<file path="src/rtl/apb_pkg.sv">
// Shared APB definitions: bus widths and the completer FSM state encoding.
package apb_pkg;

  localparam int unsigned APB_AW = 32;
  localparam int unsigned APB_DW = 32;

  localparam logic [1:0] ST_IDLE = 2'd0;
  localparam logic [1:0] ST_WAIT = 2'd1;
  localparam logic [1:0] ST_DONE = 2'd2;

endpackage

</file>
<file path="src/rtl/apb_addr_decode.sv">
// Combinational APB address decode for a word-addressed register window.
// Ports:
//   PADDR  - byte address presented by the master
//   PWRITE - transfer direction (1 = write)
//   idx    - word index within the window (meaningful only when err = 0)
//   err    - below base, beyond DEPTH, misaligned, or a write to read-only word 0
module apb_addr_decode
  import apb_pkg::*;
#(
  parameter logic [APB_AW-1:0] BASE_ADDR = 32'h0000_0200,
  parameter int unsigned       DEPTH     = 64
) (
  input  logic [APB_AW-1:0]        PADDR,
  input  logic                     PWRITE,
  output logic [$clog2(DEPTH)-1:0] idx,
  output logic                     err
);

  localparam int unsigned       IDX_W = $clog2(DEPTH);
  // Byte span of the window; comparing the full offset avoids slicing off[31:2].
  localparam logic [APB_AW-1:0] SPAN  = APB_AW'(DEPTH * 4);

  logic [APB_AW-1:0] off;

  assign off = PADDR - BASE_ADDR;
  assign idx = off[IDX_W+1:2];

  // off < 4 with an aligned, in-range address means word 0.
  assign err = (PADDR < BASE_ADDR)
             | (off >= SPAN)
             | (PADDR[1:0] != 2'b00)
             | (PWRITE & (off < APB_AW'(4)));

endmodule

</file>
<file path="src/rtl/apb_wait_slave.sv">
// APB completer with a word register file, programmable wait states and PSLVERR.
// Ports:
//   PCLK, PRESETn          - clock, asynchronous active-low reset
//   PSEL, PENABLE, PWRITE  - APB control
//   PADDR, PWDATA          - byte address, write data (captured at setup)
//   PRDATA, PREADY, PSLVERR- registered completer responses
module apb_wait_slave
  import apb_pkg::*;
#(
  parameter logic [APB_AW-1:0] BASE_ADDR   = 32'h0000_0200,
  parameter int unsigned       DEPTH       = 64,
  parameter int unsigned       WAIT_CYCLES = 2,
  parameter logic [APB_DW-1:0] ID_VALUE    = 32'hA5B0_0001
) (
  input  logic              PCLK,
  input  logic              PRESETn,
  input  logic              PSEL,
  input  logic              PENABLE,
  input  logic              PWRITE,
  input  logic [APB_AW-1:0] PADDR,
  input  logic [APB_DW-1:0] PWDATA,
  output logic [APB_DW-1:0] PRDATA,
  output logic              PREADY,
  output logic              PSLVERR
);

  localparam int unsigned IDX_W   = $clog2(DEPTH);
  localparam logic [3:0]  WAIT_LD = 4'(WAIT_CYCLES);

  logic [1:0]        state_q,   state_d;
  logic [3:0]        cnt_q,     cnt_d;
  logic [IDX_W-1:0]  idx_q,     idx_d;
  logic              write_q,   write_d;
  logic              err_q,     err_d;
  logic [APB_DW-1:0] wdata_q,   wdata_d;
  logic              pready_q,  pready_d;
  logic              pslverr_q, pslverr_d;
  logic [APB_DW-1:0] prdata_q,  prdata_d;

  logic [APB_DW-1:0] mem_q [DEPTH];

  logic [IDX_W-1:0]  dec_idx;
  logic              dec_err;
  logic [IDX_W-1:0]  rd_idx_c;
  logic              rd_err_c;
  logic              rd_write_c;
  logic [APB_DW-1:0] rd_word_c;
  logic              load_done_c;
  logic              mem_we_c;

  apb_addr_decode #(
    .BASE_ADDR (BASE_ADDR),
    .DEPTH     (DEPTH)
  ) u_decode (
    .PADDR  (PADDR),
    .PWRITE (PWRITE),
    .idx    (dec_idx),
    .err    (dec_err)
  );

  // Response source: live decode when entering DONE straight from setup, else captured.
  always_comb begin
    if (state_q == ST_IDLE) begin
      rd_idx_c   = dec_idx;
      rd_err_c   = dec_err;
      rd_write_c = PWRITE;
    end else begin
      rd_idx_c   = idx_q;
      rd_err_c   = err_q;
      rd_write_c = write_q;
    end
    rd_word_c = (rd_idx_c == '0) ? ID_VALUE : mem_q[rd_idx_c];
  end

  // Next-state, capture and response logic.
  always_comb begin
    state_d     = state_q;
    cnt_d       = cnt_q;
    idx_d       = idx_q;
    write_d     = write_q;
    err_d       = err_q;
    wdata_d     = wdata_q;
    pready_d    = 1'b0;
    pslverr_d   = 1'b0;
    prdata_d    = '0;
    load_done_c = 1'b0;
    mem_we_c    = 1'b0;

    case (state_q)
      ST_IDLE: begin
        if (PSEL && !PENABLE) begin
          idx_d   = dec_idx;
          write_d = PWRITE;
          err_d   = dec_err;
          wdata_d = PWDATA;
          cnt_d   = WAIT_LD;
          if (WAIT_LD == 4'd0) begin
            state_d     = ST_DONE;
            load_done_c = 1'b1;
          end else begin
            state_d = ST_WAIT;
          end
        end
      end
      ST_WAIT: begin
        if (!PSEL) begin
          state_d = ST_IDLE;
          cnt_d   = 4'd0;
        end else if (PENABLE) begin
          cnt_d = cnt_q - 4'd1;
          if (cnt_q == 4'd1) begin
            state_d     = ST_DONE;
            load_done_c = 1'b1;
          end
        end
      end
      ST_DONE: begin
        if (!PSEL) begin
          state_d = ST_IDLE;
        end else if (PENABLE) begin
          mem_we_c = write_q & ~err_q;
          state_d  = ST_IDLE;
        end else begin
          // Master has not entered access yet: keep presenting the response.
          pready_d  = 1'b1;
          pslverr_d = pslverr_q;
          prdata_d  = prdata_q;
        end
      end
      default: begin
        state_d = ST_IDLE;
        cnt_d   = 4'd0;
      end
    endcase

    if (load_done_c) begin
      pready_d  = 1'b1;
      pslverr_d = rd_err_c;
      prdata_d  = (rd_err_c || rd_write_c) ? '0 : rd_word_c;
    end
  end

  // Control and response registers.
  always_ff @(posedge PCLK or negedge PRESETn) begin
    if (!PRESETn) begin
      state_q   <= ST_IDLE;
      cnt_q     <= 4'd0;
      idx_q     <= '0;
      write_q   <= 1'b0;
      err_q     <= 1'b0;
      wdata_q   <= '0;
      pready_q  <= 1'b0;
      pslverr_q <= 1'b0;
      prdata_q  <= '0;
    end else begin
      state_q   <= state_d;
      cnt_q     <= cnt_d;
      idx_q     <= idx_d;
      write_q   <= write_d;
      err_q     <= err_d;
      wdata_q   <= wdata_d;
      pready_q  <= pready_d;
      pslverr_q <= pslverr_d;
      prdata_q  <= prdata_d;
    end
  end

  // Register file; word 0 is never written (reads return ID_VALUE).
  always_ff @(posedge PCLK or negedge PRESETn) begin
    if (!PRESETn) begin
      for (int unsigned i = 0; i < DEPTH; i++) begin
        mem_q[i] <= '0;
      end
    end else if (mem_we_c) begin
      mem_q[idx_q] <= wdata_q;
    end
  end

  assign PREADY  = pready_q;
  assign PSLVERR = pslverr_q;
  assign PRDATA  = prdata_q;

endmodule

</file>
<file path="config.mk">
export PLATFORM = sky130hd
export DESIGN_NAME = apb_wait_slave
export DESIGN_NICKNAME = d
export VERILOG_FILES = /design/src/rtl/apb_pkg.sv /design/src/rtl/apb_addr_decode.sv /design/src/rtl/apb_wait_slave.sv
export SDC_FILE = /design/constraint.sdc
export NUM_CORES = 2
export LEC_CHECK = 0
export ABC_AREA = 1
export ABC_CLOCK_PERIOD_IN_PS = 6200
export CAP_MARGIN = 20
export CORE_MARGIN = 3
export CORE_UTILIZATION = 56
export CTS_CLUSTER_SIZE = 25
export DETAILED_ROUTE_END_ITERATION = 10
export PLACE_DENSITY_LB_ADDON = 0.15
export SLEW_MARGIN = 10
export SYNTH_ARGS = -nofsm -noshare
export SYNTH_HDL_FRONTEND = slang
export SYNTH_SLANG_ARGS = --single-unit
</file>
<file path="constraint.sdc">
create_clock -name PCLK -period 6.2 [get_ports PCLK]
set_input_delay 1.24 -clock PCLK [delete_from_list [all_inputs] [get_ports PCLK]]
set_output_delay 1.24 -clock PCLK [all_outputs]
set_load 0.03 [all_outputs]
</file>
==> qor.yml <==
status: "complete, no violations"
worst_slew_pin_slew_ns: 1.142
postRouteAntennaNets: 0
grt_pass1_wl_mm: 519.6
drc: 0
min_period_over_period: 0.7057
die_w_um: 424.9
design_area_um2: 108600
cts_tree: "built"
crit_arrival_ns: 5.21
cp_slowest_stage_delay_ns: 0.66
cts_resized: 0
critPathLaunchType: "flop"
cts_sinks: 2128
layout_min_cycle_time_ns: 4.375
io_pins: 103
power.share.sequential: 0.403
syn-cell-area_um2: 98250
avgSynthCellArea_um2: 7.683
power.leakage_uw: 0.04931
dpl_cell_area_um2: 101000
hold_viol_final: 0
place.gp.congestion: 1.032
synth.top_cell.area_share: 0.5420
switching_share: 0.3288
drt_iter0_drc: 11683
clock_path_buffers: 3
worst-r2r-setup-slack_ns: 1.82
grt_setup_unrepaired: "no"
initial_core_util: 0.5640
multi_input_area_um2: 39050
p_comb_frac: 0.204
yosys_warnings: 0
end_kind: "flop"
dp_hpwl_mm: 200.4
synth_nets: 12859
power_frac_clock: 0.393
core-area_um2: 174200
clk_pin_slew_worst_paths_ns: 0.06
synth-seq-area-share: 0.5420
setup_tns_ns: 0
power_density_nw_per_um2: 320.2
cts_max_level: 4
final_nets: 12368
wl_mm: 341.2
die_h_um: 424.9
grt_max_degree: 175
hold_class: "in -> async"
peakVddDrop_uv: 288.3
max_freq_ghz: 0.2286
drive_gt1_frac: 0.05879
avgViaCountPerCell: 5.935
area_delta_synth_final_pct: 10.50
postCtsSetupRepairBufs: 0
cts_hold_buffers: 0
yosys.area.top_type: "dfrtp_1"
clock_skew_ns: 0.04043
slowest_stage: "nor2_2"
critical_path.top_delay_family: "simple AND/OR/NAND/NOR gates"
rows: 153
synth-seq-cells: 2128
port_buffers: 102
dr.pass1.iters: 8
vias: 87962
p_sw_uw: 11430
clockRootBuffer: "clkbuf_16"
maxCapViolations: 0
setup-violations-final: 0
grt_remaining_overflow: 0
numCtsBuffers: 219
synthCells: 12787
ys_types: 29
internal_power_uw: 23330
insertion_delay_ns: 0.90
grt_antenna_before_repair: 18
synthTopCellsByArea: "dfrtp_1, nand2_1, o21ai_0, nand3_1, clkbuf_1"
critPathBufInv: 2
max_slew_margin: 0.2389
cp_max_fo: 147
crit_chain: "nor2_2 -> buf_4 -> nand2_2 -> nand2_4 -> buf_12 -> nand2_1 -> nand3_1 -> nand2_1 -> nand2_1 -> nand3_1 -> a21oi_1 -> nor2_1 -> nor2_1 -> nand4_1 -> nand2_1"
critical_path_required_ns: 7.03
avgRoutedWirePerCell_um: 23.02
final-seq-area_um2: 53250
critPathKind: "reg -> reg"
maxSlewViolCount: 0
grt_use_total: 0.3775
cp_common_cell: "nand2_1"
layout.filler_cells: 15359
die_area_um2: 180500
grt_pass1_vias: 83072
-- state kept, by name, summed over array words and instances, names as in the netlist --
name     flops
mem_q     2048
PRDATA      32
wdata_q     32
idx_q        6
cnt_q        4
state_q      2
PREADY       1
PSLVERR      1
err_q        1
write_q      1
-- cells by family after synthesis --
group,after synthesis,share of synthesized area
AOI/OAI and AO/OA,2254,0.1158
xor gates and xnor gates,4,0.0003567
adders and majority gates,3,0.0003821
buffers and inverters,1648,0.06350
DFF,2128,0.5420
and+or+nand+nor,6750,0.2779
-- metrics by stage --
stage                     instances  total power, uW  worst slack [ns]  hold slack, ns  utilization
after floorplan               12787            17770             3.099          0.4530            -
after CTS                     14808            34630             1.971          0.4185       0.6228
final                         14822            34760             1.825          0.3737       0.6232
after global routing          14812            35740             1.694          0.4293       0.6231
after detailed placement      14398            21120             1.254          0.4724       0.5797
after global placement        14398            21120             1.215          0.4651       0.5797
-- area by class of cell --
class | count | area share
clock buffer | 344 | 0.06175
timing repair buffer | 355 | 0.03347
clock inverter | 66 | 0.007284
multi-input combinational | 9011 | 0.3597
sequential | 2128 | 0.4905
tap | 2325 | 0.02680
antenna | 12 | 0.0002766
inverter | 581 | 0.02023
-- synthesized netlist by cell type --
| cell type | instances |
|---|---|
| dfrtp_1 | 2128 |
| nand2_1 | 5080 |
| xor2_1 | 3 |
| nor4_2 | 1 |
| a31oi_1 | 2 |
| nor2_1 | 208 |
| clkinv_1 | 5 |
| o211ai_1 | 36 |
| ha_1 | 3 |
| nand4_1 | 42 |
| xnor2_1 | 1 |
| and2_1 | 1 |
| a21oi_1 | 73 |
| o21ai_0 | 2024 |
| clkbuf_1 | 950 |
| o21bai_1 | 1 |
| a221oi_1 | 1 |
| inv_2 | 2 |
| and2_0 | 1 |
| buf_2 | 42 |
| inv_1 | 574 |
| o21ai_1 | 117 |
| nand3b_1 | 2 |
| nor3_1 | 10 |
| buf_1 | 75 |
| nand3_1 | 1396 |
| nor4_4 | 4 |
| or2_2 | 4 |
| nor4_1 | 1 |
-- cell usage in the layout (no fill, tap or decap), types with 3 or more instances in the layout --
master / n
xor2_1: 3
nor2_1: 202
buf_12: 54
clkinv_2: 41
nand3_1: 1396
nand2_2: 58
nand2_4: 4
or2_2: 4
nor4_4: 5
clkinv_1: 4
o21ai_1: 113
buf_4: 198
inv_2: 30
inv_6: 7
clkdlybuf4s50_1: 101
clkinv_8: 5
clkinvlp_4: 4
nor2_4: 4
bufinv_16: 13
ha_1: 3
clkbuf_16: 222
dfrtp_1: 2128
clkbuf_8: 69
inv_1: 541
o21ai_4: 4
o211ai_1: 36
nor3_1: 6
nand2_1: 5018
diode_2: 12
a21oi_1: 73
nand4_1: 42
nor3_2: 4
o21ai_0: 2023
clkbuf_1: 53
-- path summary, 6_finish.rpt --
check                                     endpoint                     from  cells past startpoint
setup reg to reg            PRDATA[28]$_DFFE_PN0P_   state_q[0]$_DFFE_PN0P_                     15
hold / removal             mem_q[1988]$_DFFE_PN0P_                  PRESETn                      1
setup / recovery            PRDATA[28]$_DFFE_PN0P_   state_q[0]$_DFFE_PN0P_                     15
max in group asynchronous   mem_q[831]$_DFFE_PN0P_                  PRESETn                      2
min in group PCLK          mem_q[2040]$_DFFE_PN0P_  mem_q[2040]$_DFFE_PN0P_                      2
hold reg to reg            mem_q[2040]$_DFFE_PN0P_  mem_q[2040]$_DFFE_PN0P_                      2
-- layer usage --
layer / global-route usage / routed length, um
met5: 0 / 66
met4: 0.2565 / 27230
met3: 0.07809 / 33280
met2: 0.5661 / 149500
met1: 0.4960 / 131100
-- power by group through the flow --
stage | sequential, uW | combinational [uW] | clock [uW]
after floorplan | 14200 | 3540 | 0
after detailed placement | 14300 | 6850 | 0
after global routing | 14000 | 7400 | 14300
final | 14000 | 7100 | 13600
after global placement | 14300 | 6860 | 0
after CTS | 14000 | 6880 | 13700
Power figures use the tool's default switching activity.
